<file path="config.mk">
export PLATFORM = sky130hd
export DESIGN_NAME = mbtrain_sb_req_resp_seq
export DESIGN_NICKNAME = d
export VERILOG_FILES = /design/src/rtl/mbtrain_sb_req_resp_seq.sv
export SDC_FILE = /design/constraint.sdc
export NUM_CORES = 1
export LEC_CHECK = 0
export ABC_AREA = 1
export CORE_UTILIZATION = 52
export CTS_BUF_LIST = sky130_fd_sc_hd__clkbuf_4
export CTS_CLUSTER_DIAMETER = 120
export DETAILED_ROUTE_END_ITERATION = 7
export PLACE_DENSITY = 0.79
export SYNTH_ARGS = -nofsm -noshare
export SYNTH_HDL_FRONTEND = slang
export SYNTH_SLANG_ARGS = --single-unit
</file>
<file path="constraint.sdc">
create_clock -name clk -period 1.4 [get_ports clk]
set_input_delay 0.21 -clock clk [delete_from_list [all_inputs] [get_ports clk]]
set_output_delay 0.21 -clock clk [all_outputs]
set_load 0.02 [all_outputs]
</file>
<file path="src/rtl/mbtrain_sb_req_resp_seq.sv">
// Purpose: initiator-side MBTRAIN sideband sequencer; START_REQ/START_RESP, counted LOCAL phase, END_REQ/END_RESP, repeated N_ITER times.
// Latency: all outputs registered; response-to-next-request turnaround through LOCAL is i_local_cycles+2 clocks.
// Backpressure: o_valid_tx is held until the sideband TX reports completion (busy negedge) while the RX side is not driving the mux.
//
// Ports:
//   clk, rst                    single clock, synchronous active-high reset
//   i_en                        substate enable; low returns to IDLE and clears everything
//   i_decoded_sideband_message  received message code, qualified by i_sideband_valid
//   i_busy_negedge_detected     sideband TX finished sending the current message
//   i_valid_rx                  receive side currently owns the sideband mux
//   i_local_cycles              extra LOCAL cycles per iteration, sampled on LOCAL entry
//   o_sideband_message          message code to transmit, qualified by o_valid_tx
//   o_test_ack                  all iterations completed
//   o_timeout_err               sticky response-timeout flag
//   o_iter_count                completed iterations
module mbtrain_sb_req_resp_seq #(
    parameter int                MSG_W          = 4,
    parameter logic [MSG_W-1:0]  START_REQ_MSG  = MSG_W'(1),
    parameter logic [MSG_W-1:0]  START_RESP_MSG = MSG_W'(2),
    parameter logic [MSG_W-1:0]  END_REQ_MSG    = MSG_W'(3),
    parameter logic [MSG_W-1:0]  END_RESP_MSG   = MSG_W'(4),
    parameter int                N_ITER         = 1,
    parameter int                ITER_W         = 4,
    parameter int                LOCAL_W        = 8,
    parameter int                TO_W           = 16,
    parameter int                TIMEOUT        = 1000
) (
    input  logic               clk,
    input  logic               rst,
    input  logic               i_en,
    input  logic [MSG_W-1:0]   i_decoded_sideband_message,
    input  logic               i_sideband_valid,
    input  logic               i_busy_negedge_detected,
    input  logic               i_valid_rx,
    input  logic [LOCAL_W-1:0] i_local_cycles,
    output logic [MSG_W-1:0]   o_sideband_message,
    output logic               o_valid_tx,
    output logic               o_test_ack,
    output logic               o_timeout_err,
    output logic [ITER_W-1:0]  o_iter_count
);

    typedef enum logic [2:0] {
        S_IDLE      = 3'd0,
        S_START_REQ = 3'd1,
        S_LOCAL     = 3'd2,
        S_END_REQ   = 3'd3,
        S_DONE      = 3'd4,
        S_ERROR     = 3'd5
    } state_e;

    // A TIMEOUT of 0 disables expiry; the counter then just wraps harmlessly.
    localparam bit                TO_EN     = (TIMEOUT != 0);
    localparam logic [TO_W-1:0]   TO_LAST   = TO_W'(TIMEOUT - 1);
    localparam logic [ITER_W-1:0] ITER_LAST = ITER_W'(N_ITER - 1);

    state_e             state_q, state_d;
    logic [MSG_W-1:0]   msg_q, msg_d;
    logic               vld_q, vld_d;
    logic               ack_q, ack_d;
    logic               err_q, err_d;
    logic [ITER_W-1:0]  iter_q, iter_d;
    logic [LOCAL_W-1:0] local_q, local_d;
    logic [TO_W-1:0]    to_q, to_d;

    logic start_resp_hit;
    logic end_resp_hit;
    logic to_expired;
    logic tx_done;

    always_comb begin
        start_resp_hit = i_sideband_valid && (i_decoded_sideband_message == START_RESP_MSG);
        end_resp_hit   = i_sideband_valid && (i_decoded_sideband_message == END_RESP_MSG);
        to_expired     = TO_EN && (to_q == TO_LAST);
        tx_done        = i_busy_negedge_detected && !i_valid_rx;
    end

    always_comb begin
        state_d = state_q;
        msg_d   = msg_q;
        vld_d   = vld_q;
        ack_d   = ack_q;
        err_d   = err_q;
        iter_d  = iter_q;
        local_d = local_q;
        to_d    = to_q;

        // Default handshake clear; any state that launches a request below
        // overrides it, so set wins over clear in the same cycle.
        if (tx_done) begin
            vld_d = 1'b0;
        end

        unique case (state_q)
            S_IDLE: begin
                // Only reachable with i_en=1; disable is handled in the flop block.
                state_d = S_START_REQ;
                msg_d   = START_REQ_MSG;
                vld_d   = 1'b1;
                to_d    = '0;
            end

            S_START_REQ: begin
                // The awaited response beats a simultaneous expiry.
                if (start_resp_hit) begin
                    state_d = S_LOCAL;
                    local_d = i_local_cycles;
                end else if (to_expired) begin
                    state_d = S_ERROR;
                    err_d   = 1'b1;
                    vld_d   = 1'b0;
                    msg_d   = '0;
                end else begin
                    to_d = to_q + TO_W'(1);
                end
            end

            S_LOCAL: begin
                if (local_q != '0) begin
                    local_d = local_q - LOCAL_W'(1);
                end else begin
                    state_d = S_END_REQ;
                    msg_d   = END_REQ_MSG;
                    vld_d   = 1'b1;
                    to_d    = '0;
                end
            end

            S_END_REQ: begin
                if (end_resp_hit) begin
                    iter_d = iter_q + ITER_W'(1);
                    if (iter_q == ITER_LAST) begin
                        state_d = S_DONE;
                        ack_d   = 1'b1;
                        msg_d   = '0;
                    end else begin
                        state_d = S_START_REQ;
                        msg_d   = START_REQ_MSG;
                        vld_d   = 1'b1;
                        to_d    = '0;
                    end
                end else if (to_expired) begin
                    state_d = S_ERROR;
                    err_d   = 1'b1;
                    vld_d   = 1'b0;
                    msg_d   = '0;
                end else begin
                    to_d = to_q + TO_W'(1);
                end
            end

            S_DONE, S_ERROR: begin
                // Terminal until i_en drops: everything, including the valid, frozen.
                vld_d = vld_q;
            end

            default: begin
                state_d = S_IDLE;
            end
        endcase
    end

    // rst and a low i_en both return to IDLE with everything cleared;
    // rst being listed first makes its priority explicit.
    always_ff @(posedge clk) begin
        if (rst || !i_en) begin
            state_q <= S_IDLE;
            msg_q   <= '0;
            vld_q   <= 1'b0;
            ack_q   <= 1'b0;
            err_q   <= 1'b0;
            iter_q  <= '0;
            local_q <= '0;
            to_q    <= '0;
        end else begin
            state_q <= state_d;
            msg_q   <= msg_d;
            vld_q   <= vld_d;
            ack_q   <= ack_d;
            err_q   <= err_d;
            iter_q  <= iter_d;
            local_q <= local_d;
            to_q    <= to_d;
        end
    end

    assign o_sideband_message = msg_q;
    assign o_valid_tx         = vld_q;
    assign o_test_ack         = ack_q;
    assign o_timeout_err      = err_q;
    assign o_iter_count       = iter_q;

endmodule

</file>
==> Implementation_results.wiki <==
{| class="wikitable"
! Metric !! Value
|-
| Status || finished, violations left
|-
| Violated checks || negative setup slack
|-
| Layout Utilization || between 80% and 90%
|-
| Fraction of layout instances using a drive strength above 1 || 43.8%
|-
| Instance count of the mapped netlist || between 300 and 400
|-
| Req. time, crit path || roughly 1.7 ns
|-
| Cells after DPL || between 400 and 500
|-
| GR Util All Layers || approximately a third
|-
| Share of synthesized area spent on multiplexers || 0%
|-
| Iter 0 DRT Violations || approximately 320
|-
| Overall Power || 1.94 mW
|-
| Simple-gate portion of the synthesized area || 39.8%
|-
| Pin count of the biggest net entering global routing || 14
|-
| Most frequent standard cell in the layout excluding fill and tap cells || sky130_fd_sc_hd__nand2_1
|-
| Worst reg2reg path depth || 9
|-
| Dominant combinational cell family by area after synthesis || simple AND/OR/NAND/NOR gates
|-
| CTS H-Tree Depth || 2
|-
| Worst-case hold path end point || local_q[2]
|-
| Post-route cell area || 3640 µm²
|-
| Post-Syn Area || around 2200 µm²
|-
| Clock tree from TritonCTS || yes
|-
| Tightest Pin Transition || around 0.54 ns
|-
| Placed Area || ~3100 µm²
|-
| Slew margin rel. || between 60% and 70%
|-
| Count of unique library cells instantiated by Yosys || 29
|-
| Number of buffers on the longest clock path || 2
|-
| Port Buffers || 28
|-
| Highest cell delay on the worst timing path || about 0.38 ns
|-
| # Max-Cap Violations || 0
|-
| Final setup fails || 33
|-
| First-pass GRT wire length || about 11000 µm
|-
| Worst hold path type || input pin to flip-flop
|-
| Sequential element share of the synthesized area || about 34%
|-
| Clk pin slew, worst setup/hold paths || about 0.13 ns
|-
| Final Hold Viols || 0
|-
| Routability cong. || a little under 0.9
|-
| Post-DP HPWL || about 4600 µm
|-
| Static power due to leakage || between 1.5 and 2 nW
|-
| Wire length reported by the detailed router || slightly below 10000 µm
|-
| I/O pin cnt || 29
|-
| Commonest cells after routing, fill and taps aside || 69 x sky130_fd_sc_hd__nand2_1, 52 x sky130_fd_sc_hd__buf_4, 35 x sky130_fd_sc_hd__nor2_1
|-
| Number of slew-limit violations in the final report || 0
|-
| Hold-critical path depth || 3
|-
| Register Area || around 790 µm²
|-
| Full die area || roughly 4600 µm²
|-
| Unrepaired setup endpoints after global routing || yes
|-
| Total via count after detailed routing || approximately 3.0k
|-
| Area leader, netlist || sky130_fd_sc_hd__dfxtp_1
|-
| Origin of the critical flop-to-flop path || local_q[3]
|-
| Crit path max-delay cell type || sky130_fd_sc_hd__dfxtp_1
|-
| Post-DRT Antenna Nets || 0
|-
| Number of warnings printed during yosys synthesis || 0
|-
| Placement row count || 23
|-
| Via count of the first global-routing pass || 2633
|-
| Synthesized-area fraction occupied by ao, oa, aoi and oai cells || ~13%
|-
| Number of buffers added by the clock tree synthesis step || 5
|-
| Initial Utilization || between 50% and 60%
|-
| Fin nets || roughly 460
|-
| Average wire per standard cell || 20.3 µm
|-
| DRC errors left || 0
|-
| Yosys top cell area share || about a third
|-
| Worst Min Path Start || i_local_cycles[2]
|-
| XOR/XNOR Fraction of Synth Area || under 10%
|-
| Footprint of the multi-input gates || approximately 1700 µm²
|-
| Clk root buf || sky130_fd_sc_hd__clkbuf_4
|-
| Crit Reg-Reg Endpoint || to_q[6]
|-
| Core region area || slightly above 4000 µm²
|-
| Power per Cell Area || roughly 530 nW/µm²
|-
| Setup slack of the most critical reg-to-reg path || -0.21 ns
|-
| GRT overflow || 0
|-
| Antenna violations before repair || 0
|-
| List of cells traversed by the critical path || nor2_4 > nand2_2 > o21ai_4 > nand2_4 > nor2_8 > buf_12 > buf_4 > nand2_1 > a21oi_1
|-
| Insertion delay of the later-clocked pin in the worst-skew pair || 0.39 ns
|-
| Net count of the mapped netlist || 366
|-
| Die Span Y || between 60 and 70 µm
|-
| Fin Clk Skew || 0.0130 ns
|-
| Worst Path Class, Setup || flip-flop to flip-flop
|-
| Area growth syn-to-layout || 62.7%
|-
| Number of fillers in the final layout || between 150 and 200
|-
| Maximum fanout count along the critical path || 5
|-
| Fin crit period || ~1.6 ns
|-
| Arrival @ worst endpoint || around 1.9 ns
|-
| Mean area per synthesized cell || 6.53 µm²
|-
| Setup ws final || -0.205 ns
|-
| Die Wd || between 60 and 70 µm
|-
| Hold Worst Slack || a little under 0.4 ns
|-
| Top cells by area, synth || sky130_fd_sc_hd__dfxtp_1 34%, sky130_fd_sc_hd__nand2_1 15%, sky130_fd_sc_hd__nor2_1 8.2%
|-
| Number of sinks driven by the clock tree || 38
|-
| Tcrit/Tclk final || 115%
|-
| Number of diodes || 0
|-
| Max VDD drop || roughly 0.00093 V
|-
| Mean number of vias per cell || around 6.1
|-
| CP startpoint kind || flip-flop
|-
| Maximum clock frequency || 0.623 GHz
|-
| Number of non-filler instances in the completed layout || 486
|-
| Crit. End Element || flip-flop
|-
| Drt pass-1 iters || 7
|-
| Post-Synth Adder-Cell Area || 2.79%
|-
| #FFs+latches synth || 38
|}
stage by stage:
step           worst slack, ns  TNS [ns]
3_5_place_dp            -0.359     -9.45
6_report                -0.205     -4.08
2_1_floorplan          -0.0128   -0.0409
3_3_place_gp            -0.350     -8.32
4_1_cts                 -0.154     -2.02
5_1_grt                 -0.261     -6.19
worst max-delay path: cells and delay by family, from the launching register on:
family / cells / cell delay (ns)
simple gates: 5 / 0.52
flops: 1 / 0.38
buf+inv: 2 / 0.26
compound gates: 2 / 0.35
layer usage:
layer,share of wire [%],global-route usage [%],vias to the layer above
met1,33,30.8,1360
met5,0,0,-
met2,50,60.6,211
met4,8.8,20.7,0
li1,-,-,1294
met3,7.5,6.93,95
cell usage after synthesis, drive strengths merged:
cell / count
nor4: 2
buf: 3
nor3: 4
a31oi: 3
xnor2: 1
nor2: 53
nand3b: 2
a211oi: 1
a21oi: 29
nand2: 93
xor2: 2
ha: 5
clkbuf: 4
dfxtp: 38
nand3: 31
inv: 43
o21ai: 21
nand4: 8
how the worst max path moves through the flow:
| stage | start | slack [ns] | to |
|---|---|---|---|
| global route | local_q[3] | -0.26 | to_q[14] |
| detailed placement | i_decoded_sideband_message[0] | -0.36 | to_q[2] |
| floorplan | o_iter_count[1] | -0.01 | to_q[12] |
| CTS | local_q[1] | -0.15 | to_q[2] |
| finish | local_q[3] | -0.21 | to_q[6] |
| global placement | i_decoded_sideband_message[0] | -0.35 | to_q[2] |
state kept, by name, indices dropped and copies added, names as in the netlist:
name and count:
o_test_ack 1, local_q 8, o_valid_tx 1, o_timeout_err 1
state_q 3, o_sideband_message 4, o_iter_count 4, to_q 16
cells by family after synthesis:
| kind of cell | count (synthesis) |
|---|---|
| AND/OR/NAND/NOR | 193 |
| AO/OA/AOI/OAI | 54 |
| buffers and inverters | 50 |
| flip-flops | 38 |
| adder cells (fa/ha/maj) | 5 |
| XOR/XNOR | 3 |
layout make-up:
type	instances	share of cell area (%)
timing repair buffer	92	22.6
tap	50	1.72
clock inverter	2	0.241
sequential	38	21.6
inverter	43	5.40
clock buffer	6	1.24
multi-input combinational	255	47.2
where the power goes:
| part | switching [mW] | internal [mW] |
|---|---|---|
| Combinational | 0.104 | 0.100 |
| Sequential | 0.00702 | 1.08 |
| Clock | 0.436 | 0.208 |
repair_timing:
action / CTS / global route
gates resized for setup: 65 / 86
pin swaps: 14 / 23
endpoints found under the setup margin: 44 / 38
hold buffers: 0 / 0
setup buffers: 4 / 7
(Power assumes the default switching activity.)
